--- config.mk ---
export PLATFORM = sky130hd
export DESIGN_NAME = argmax10_classifier
export DESIGN_NICKNAME = d
export VERILOG_FILES = /design/src/rtl/argmax10_classifier.sv
export SDC_FILE = /design/constraint.sdc
export NUM_CORES = 2
export LEC_CHECK = 0
export ABC_AREA = 1
export CORE_AREA = 2 2 317 319
export DETAILED_ROUTE_END_ITERATION = 16
export DIE_AREA = 0 0 319 321
export MAX_ROUTING_LAYER = met4
export PLACE_DENSITY_LB_ADDON = 0.1
export SLEW_MARGIN = 40
export SYNTH_ARGS = -nofsm -noshare
export SYNTH_HDL_FRONTEND = slang
export SYNTH_SLANG_ARGS = --single-unit
export TNS_END_PERCENT = 10
--- constraint.sdc ---
create_clock -name clk -period 7.3 [get_ports clk]
set_input_delay 2.19 -clock clk [delete_from_list [all_inputs] [get_ports clk]]
set_output_delay 2.19 -clock clk [all_outputs]
set_load 0.01 [all_outputs]
--- src/rtl/argmax10_classifier.sv ---
// ---------------------------------------------------------------------------
// argmax10_classifier
//
// Final stage of the Semeion digit accelerator. It takes the ten signed
// layer-2 neuron outputs and reports the index (0..9) of the largest one
// as the predicted digit.
//
// The ten inputs are captured on a one-cycle start strobe and then scanned
// one value per clock. Ties go to the lowest index because only a strictly
// greater value replaces the running best.
//
// Ports:
//   clk           system clock, all state updates on the rising edge
//   reset         asynchronous, active-low reset
//   in_1..in_10   signed neuron values (in_1 = class 0, in_10 = class 9)
//   start         one-cycle strobe, inputs valid in the cycle it is high
//   done          one-cycle pulse, max is valid from this cycle onward
//   max           index of the largest input, 0..9, held between results
// ---------------------------------------------------------------------------
module argmax10_classifier #(
  parameter int LEAKY_LAYER_SIZE = 32,
  parameter int WEIGHT_SIZE      = 8,
  parameter int INPUT_SIZE       = 2 * (LEAKY_LAYER_SIZE + WEIGHT_SIZE) + 1
) (
  input  logic                         clk,
  input  logic                         reset,
  input  logic signed [INPUT_SIZE-1:0] in_1,
  input  logic signed [INPUT_SIZE-1:0] in_2,
  input  logic signed [INPUT_SIZE-1:0] in_3,
  input  logic signed [INPUT_SIZE-1:0] in_4,
  input  logic signed [INPUT_SIZE-1:0] in_5,
  input  logic signed [INPUT_SIZE-1:0] in_6,
  input  logic signed [INPUT_SIZE-1:0] in_7,
  input  logic signed [INPUT_SIZE-1:0] in_8,
  input  logic signed [INPUT_SIZE-1:0] in_9,
  input  logic signed [INPUT_SIZE-1:0] in_10,
  input  logic                         start,
  output logic                         done,
  output logic [3:0]                   max
);

  typedef enum logic [1:0] {
    IDLE   = 2'd0,
    SCAN   = 2'd1,
    FINISH = 2'd2
  } state_t;

  state_t state_q, state_d;

  // Class 0 seeds the running best directly at the start edge, so only
  // classes 1..9 need to be held for the scan.
  logic signed [INPUT_SIZE-1:0] cap_q [1:9];
  logic signed [INPUT_SIZE-1:0] cap_d [1:9];

  logic signed [INPUT_SIZE-1:0] best_val_q, best_val_d;
  logic [3:0]                   best_idx_q, best_idx_d;
  logic [3:0]                   cnt_q, cnt_d;
  logic [3:0]                   max_q, max_d;
  logic                         done_q, done_d;
  logic signed [INPUT_SIZE-1:0] cur_val;

  // Selects the captured value for the class currently being scanned.
  // An explicit case keeps the read bounded to the stored classes 1..9.
  always_comb begin
    cur_val = '0;
    case (cnt_q)
      4'd1:    cur_val = cap_q[1];
      4'd2:    cur_val = cap_q[2];
      4'd3:    cur_val = cap_q[3];
      4'd4:    cur_val = cap_q[4];
      4'd5:    cur_val = cap_q[5];
      4'd6:    cur_val = cap_q[6];
      4'd7:    cur_val = cap_q[7];
      4'd8:    cur_val = cap_q[8];
      4'd9:    cur_val = cap_q[9];
      default: cur_val = '0;
    endcase
  end

  // Next-state and datapath logic. done defaults low so it only pulses
  // for the single FINISH edge; max only moves at FINISH.
  always_comb begin
    state_d    = state_q;
    cap_d      = cap_q;
    best_val_d = best_val_q;
    best_idx_d = best_idx_q;
    cnt_d      = cnt_q;
    max_d      = max_q;
    done_d     = 1'b0;

    case (state_q)
      IDLE: begin
        if (start) begin
          cap_d[1]   = in_2;
          cap_d[2]   = in_3;
          cap_d[3]   = in_4;
          cap_d[4]   = in_5;
          cap_d[5]   = in_6;
          cap_d[6]   = in_7;
          cap_d[7]   = in_8;
          cap_d[8]   = in_9;
          cap_d[9]   = in_10;
          best_val_d = in_1;
          best_idx_d = 4'd0;
          cnt_d      = 4'd1;
          state_d    = SCAN;
        end
      end

      SCAN: begin
        // Strict compare: equal values keep the earlier (lower) index.
        if (cur_val > best_val_q) begin
          best_val_d = cur_val;
          best_idx_d = cnt_q;
        end
        cnt_d = cnt_q + 4'd1;
        if (cnt_q == 4'd9) begin
          state_d = FINISH;
        end
      end

      FINISH: begin
        max_d   = best_idx_q;
        done_d  = 1'b1;
        state_d = IDLE;
      end

      default: begin
        state_d = IDLE;
      end
    endcase
  end

  // State register. Reset aborts any run in progress and clears every
  // stored value, so an interrupted scan never produces a done pulse.
  always_ff @(posedge clk or negedge reset) begin
    if (!reset) begin
      state_q    <= IDLE;
      best_val_q <= '0;
      best_idx_q <= '0;
      cnt_q      <= '0;
      max_q      <= '0;
      done_q     <= 1'b0;
      for (int i = 1; i <= 9; i++) begin
        cap_q[i] <= '0;
      end
    end else begin
      state_q    <= state_d;
      best_val_q <= best_val_d;
      best_idx_q <= best_idx_d;
      cnt_q      <= cnt_d;
      max_q      <= max_d;
      done_q     <= done_d;
      for (int i = 1; i <= 9; i++) begin
        cap_q[i] <= cap_d[i];
      end
    end
  end

  assign done = done_q;
  assign max  = max_q;

endmodule

* After elaboration in Yosys (flattened, before gate mapping)
Cells that the tools add are included.
** Word-level totals
- Register bits :: 825
- Input bits :: 813
- Output and inout bits :: 5
** Operators by class
- Add/sub/neg operators :: 1
- Order comparisons :: 1
- Eq/ne operators :: 14
- Muxes and demuxes :: 13
- Reduce and logical (&&, ||, !) cells :: 6
** Operators by type and width (number)
- 81-bit case mux with 9 select lines :: 1
- 81-bit two-way mux :: 2
- 81-bit case mux with 2 select lines :: 1
- 81-bit greater-than comparator :: 1
- 4-bit by 3-bit equality test with 1-bit output, second input constant :: 4
- 4-bit case mux with 2 select lines :: 2
- 4-bit two-way mux :: 3
- 4-bit by 2-bit equality test with 1-bit output, second input constant :: 2
- 4-bit equality test, second input constant :: 2
- 2-bit != test, second input constant :: 3
- 2-bit AND reduction :: 3
- 4-bit by 1-bit adder with 4-bit output, second input constant :: 1
- 4-bit by 1-bit equality test with 1-bit output, second input constant :: 1
- 2-bit two-way mux :: 2
- 2-bit case mux with 2 select lines :: 1
- 3-bit AND reduction :: 1
- 2-bit by 1-bit equality test with 1-bit output, second input constant :: 1
- 2-bit equality test, second input constant :: 1
- 2-bit zero test :: 1
- 2-bit nonzero test :: 1
- 1-bit two-way mux :: 1

* Longest topological paths before layout
- Word-level depth :: 5
- Depth in mapped cells :: 29

* Worst setup path after synthesis
OpenSTA, ideal clock, no wires.
- Path type :: in2reg
- From :: input start
- To :: register cap_q[0] (netlist bit)
- Library setup time :: 66 ps
- Arrival time :: 3220 ps
- Required time :: 7234 ps
- Slack :: 4015 ps
- Stages on the path :: 7
- Buffers on the path :: 3
- Cell sequence :: nand3_1 inv_2 buf_2 clkbuf_1 clkbuf_1 nand2_1 nand2_1
** On the way
- Longest elaborated chain between the ends :: 1
** Ends and longest elaborated chain
- start, declared :: line 37 : input logic start,
- 2-bit AND reduction (no source line)
- end signal, assigned by index :: line 155 : cap_q[i] <= cap_d[i];
- end, declared :: line 52 : logic signed [INPUT_SIZE-1:0] cap_q [1:9];
No other way between the ends.
A chain may end at the register's enable or synchronous reset.

* Worst setup path in the final report
- From :: register cnt_q[1]
- To :: register best_idx_q[2]
** On the way
- Longest elaborated chain between the ends :: 5
- Elaborated cells on any way between the ends :: 13
- Those cells by class :: order compare (1); eq/ne (10); mux (1); reduce/logical (1)
** Ends and longest elaborated chain
- start, declared :: line 57 : logic [3:0] cnt_q, cnt_d;
- start signal, assigned :: line 151 : cnt_q <= cnt_d;
- 4-bit equality test, or another cell as far along :: line 66 : case (cnt_q)
- 81-bit case mux with 9 select lines (*) :: line 66
- 81-bit greater-than comparator (*) :: line 112 : if (cur_val > best_val_q) begin
- 2-bit != test (no source line) (*)
- 3-bit AND reduction (no source line) (*)
- end signal, assigned :: line 150 : best_idx_q <= best_idx_d;
- end, declared :: line 56 : logic [3:0] best_idx_q, best_idx_d;
Every way passes the cells marked *; elsewhere a longest branch is shown, timed or not.

==> run summary <==
outcome: completed
WHS Endpoint: max[0]
Layout fillers: 9555
PnR worst setup slack: 1.63 ns
IO Port Bufs: 817
floorplan core area: 99300 sq um
required time worst endpoint: 7.92 ns
final instance area: 51200 sq um
placed cell count: 6715
commonest non-fill, non-tap cells in the layout: nand2_1 (2589), dfrtp_1 (825), clkdlybuf4s50_1 (816), inv_1 (274), o21ai_0 (202)
vias in the first global route: 35.2k
H-Tree Depth: 3
Yosys top cell by area: dfrtp_1
routed wire length: 150000 microns
Synth Area in Simple Gates: 28.6%
worst reg2reg setup slack: 1.63 ns
final hold vios: 0
main combinational cell family by area after synthesis: simple AND/OR/NAND/NOR gates
Row Count: 116
PnR Total Power: 22.9 mW
Chip Height: 321 microns
Hold Startpoint: best_idx_q[0]
syn avg cell area: 7.95 sq um
Leak: 25.6 nW
worst hold path class: flop to flop
top_reg_cell synth: dfrtp_1
most area-consuming cells after synthesis: dfrtp_1 (54%), nand2_1 (25%), a221oi_1 (3.7%)
most common cell after layout, fill and taps aside: nand2_1
xor/xnor cell area share of the yosys netlist: 0%
part of the power in registers: 34.6%
Pwr Density: 447 nW/um^2
post-synthesis cell area: 38200 sq um
nets@finish: 6414
worst r2r src: cnt_q[1]
top-area cell type share of the netlist area: 54.0%
crit path buf inv count: 6
Critical Path Slowest Stage Cell: nand2_4
1st-pass router iterations: 6
async set or reset register ratio after synthesis: 100%
Worst Skew: 0.0201 ns
share of layout cells above drive strength 1: 4.35%
crit end category: flop
Post-synth EDFFs: 0
Post-DP Area: 47800 sq um
crit path DAT: 6.29 ns
final setup fails: 0
post-synthesis adder-cell area fraction: 2.78%
reg2reg path depth: 25
Slew @ Worst Pin: 0.875 ns
Seq/Total Area, Yosys: 54.0%
initial antenna violation count: 26
Max Fclk: 176 MHz
vias per inst: 5.07
1st-iter DRT viols: 3033
DR vias: 35.0k
Net Sw Frac: 42.1%
GP Congestion: 0.894
post-CTS setup buffer count: 0
hold depth: 2
clock root cell: clkbuf_16
Final Util: 51.6%
DR DRC count: 0
Setup TNS: 0 ns
CP top delay family: simple AND/OR/NAND/NOR gates
die width: 319 microns
Max stage delay on crit path: 0.61 ns
RSZ-0062 raised after global routing: false
CP most frequent cell: nand2_1
Post-Synthesis Cells: 4813
R2R Path End: best_idx_q[2]
Worst Hold Margin: 0.477 ns
total CTS buffers: 94
P_sw: 9.63 mW
mux cell area share after synthesis: 0%
post-cts sizing count: 0
Internal: 13.3 mW
GRT Total Usage: 29.7%
die area: 102000 sq um
post-placement setup slack: 1.64 ns
post-synthesis compound-gate area fraction: 8.86%
Slew Limit Fails: 0
post-synth cell types: 30
CP startpoint kind: flop
Rel. slew slack: 41.6%
largest net degree at the start of global routing: 197
Peak VDD IR: 0.553 mV
Sequential Area: 20600 sq um
top-level I/O count: 818
Congestion Overflow GR: 0
syn_nets: 5711
Non-Filler Instances: 6914
yosys warns: 0
maxcap violations: 0
area occupied by multi-input gates: 15500 sq um
global-route wire length before repair: 222000 microns
HPWL after DPL: 105000 microns
Clock power frac: 22.0%
Skew-Pair Late Insertion Delay: 0.69 ns
WP depth: 25
period utilization: 77.6%
clock sinks: 825
CTS tree: done
Hold-fix buffers, CTS: 0
critical path class: flop to flop
Initial Utilization: 38.5%
Min Clock Period, post-route: 5.67 ns
Worst Path Max Fanout: 53
Area Growth Syn to Fin: 33.9%
Wirelength per Cell: 21.7 microns
clock buffer depth: 3
post-route ant nets: 0
Reg clk slew, reported paths: 0.06 ns
flop and latch count out of synthesis: 825
Logic pwr share: 43.3%
worst min-delay path: cells and delay by family, from the launching register on:
kind / cells / cell delay (ns)
simple gates: 2 / 0.10
flops: 1 / 0.34
per-layer routing:
layer  global-route usage [%]  wire length (microns)  vias to the layer above
met5                        -                      0                        -
met4                     10.3                   4560                        0
met3                     5.35                   9750                      217
met2                     47.5                  71700                     1232
met1                     38.1                  63800                    16868
li1                         -                      -                    16708
cell families (layout without fill, tap and decap cells):
logic type	Yosys count	count (layout)
buf+inv	563	1342
compound gates	498	498
flops	825	825
fa+ha+maj	85	85
other cells	0	24
simple gates	2842	2842
how the worst max path moves through the flow:
stage | from | endpoint | slack [ns]
3_3_place_gp | cnt_q[1] | best_val_q[15] | 1.71
4_1_cts | cnt_q[1] | best_idx_q[2] | 1.62
2_1_floorplan | start | cap_q[0] | 4.01
3_5_place_dp | cnt_q[1] | best_idx_q[2] | 1.64
6_report | cnt_q[1] | best_idx_q[2] | 1.63
5_1_grt | cnt_q[1] | best_val_q[15] | 1.13
flip-flops by register name, summed over array words and instances, names as in the netlist:
register    cells
best_idx_q      4
best_val_q     81
cap_q         729
cnt_q           4
done            1
max             4
state_q         2
cell type report:
| class | instances | area share (%) |
|---|---|---|
| antenna | 24 | 0.117 |
| clock buffer | 139 | 5.50 |
| timing repair buffer | 887 | 17.7 |
| inverter | 283 | 2.12 |
| tap | 1298 | 3.17 |
| multi-input combinational | 3425 | 30.2 |
| sequential | 825 | 40.3 |
| clock inverter | 33 | 0.904 |
power groups by stage:
stage	Combinational, mW	Sequential (mW)	Clock [mW]
after floorplan	6.81	7.59	0
after global routing	11.3	8.15	5.30
after CTS	9.99	7.90	5.12
after detailed placement	9.94	7.96	0
after global placement	9.77	7.94	0
final	9.92	7.92	5.04
cell usage after synthesis (6+ instances only):
| cell type | count |
|---|---|
| buf_2 | 34 |
| dfrtp_1 | 825 |
| a22o_1 | 53 |
| buf_1 | 22 |
| nand4_1 | 24 |
| nor2_1 | 74 |
| o22ai_1 | 36 |
| inv_1 | 277 |
| buf_6 | 7 |
| inv_2 | 6 |
| clkbuf_1 | 217 |
| a21oi_1 | 30 |
| ha_1 | 85 |
| o2111ai_1 | 7 |
| nand3_1 | 148 |
| nand2_1 | 2590 |
| o21ai_0 | 202 |
| a221oi_1 | 160 |
Note: power is estimated with default switching activity, not from simulation.
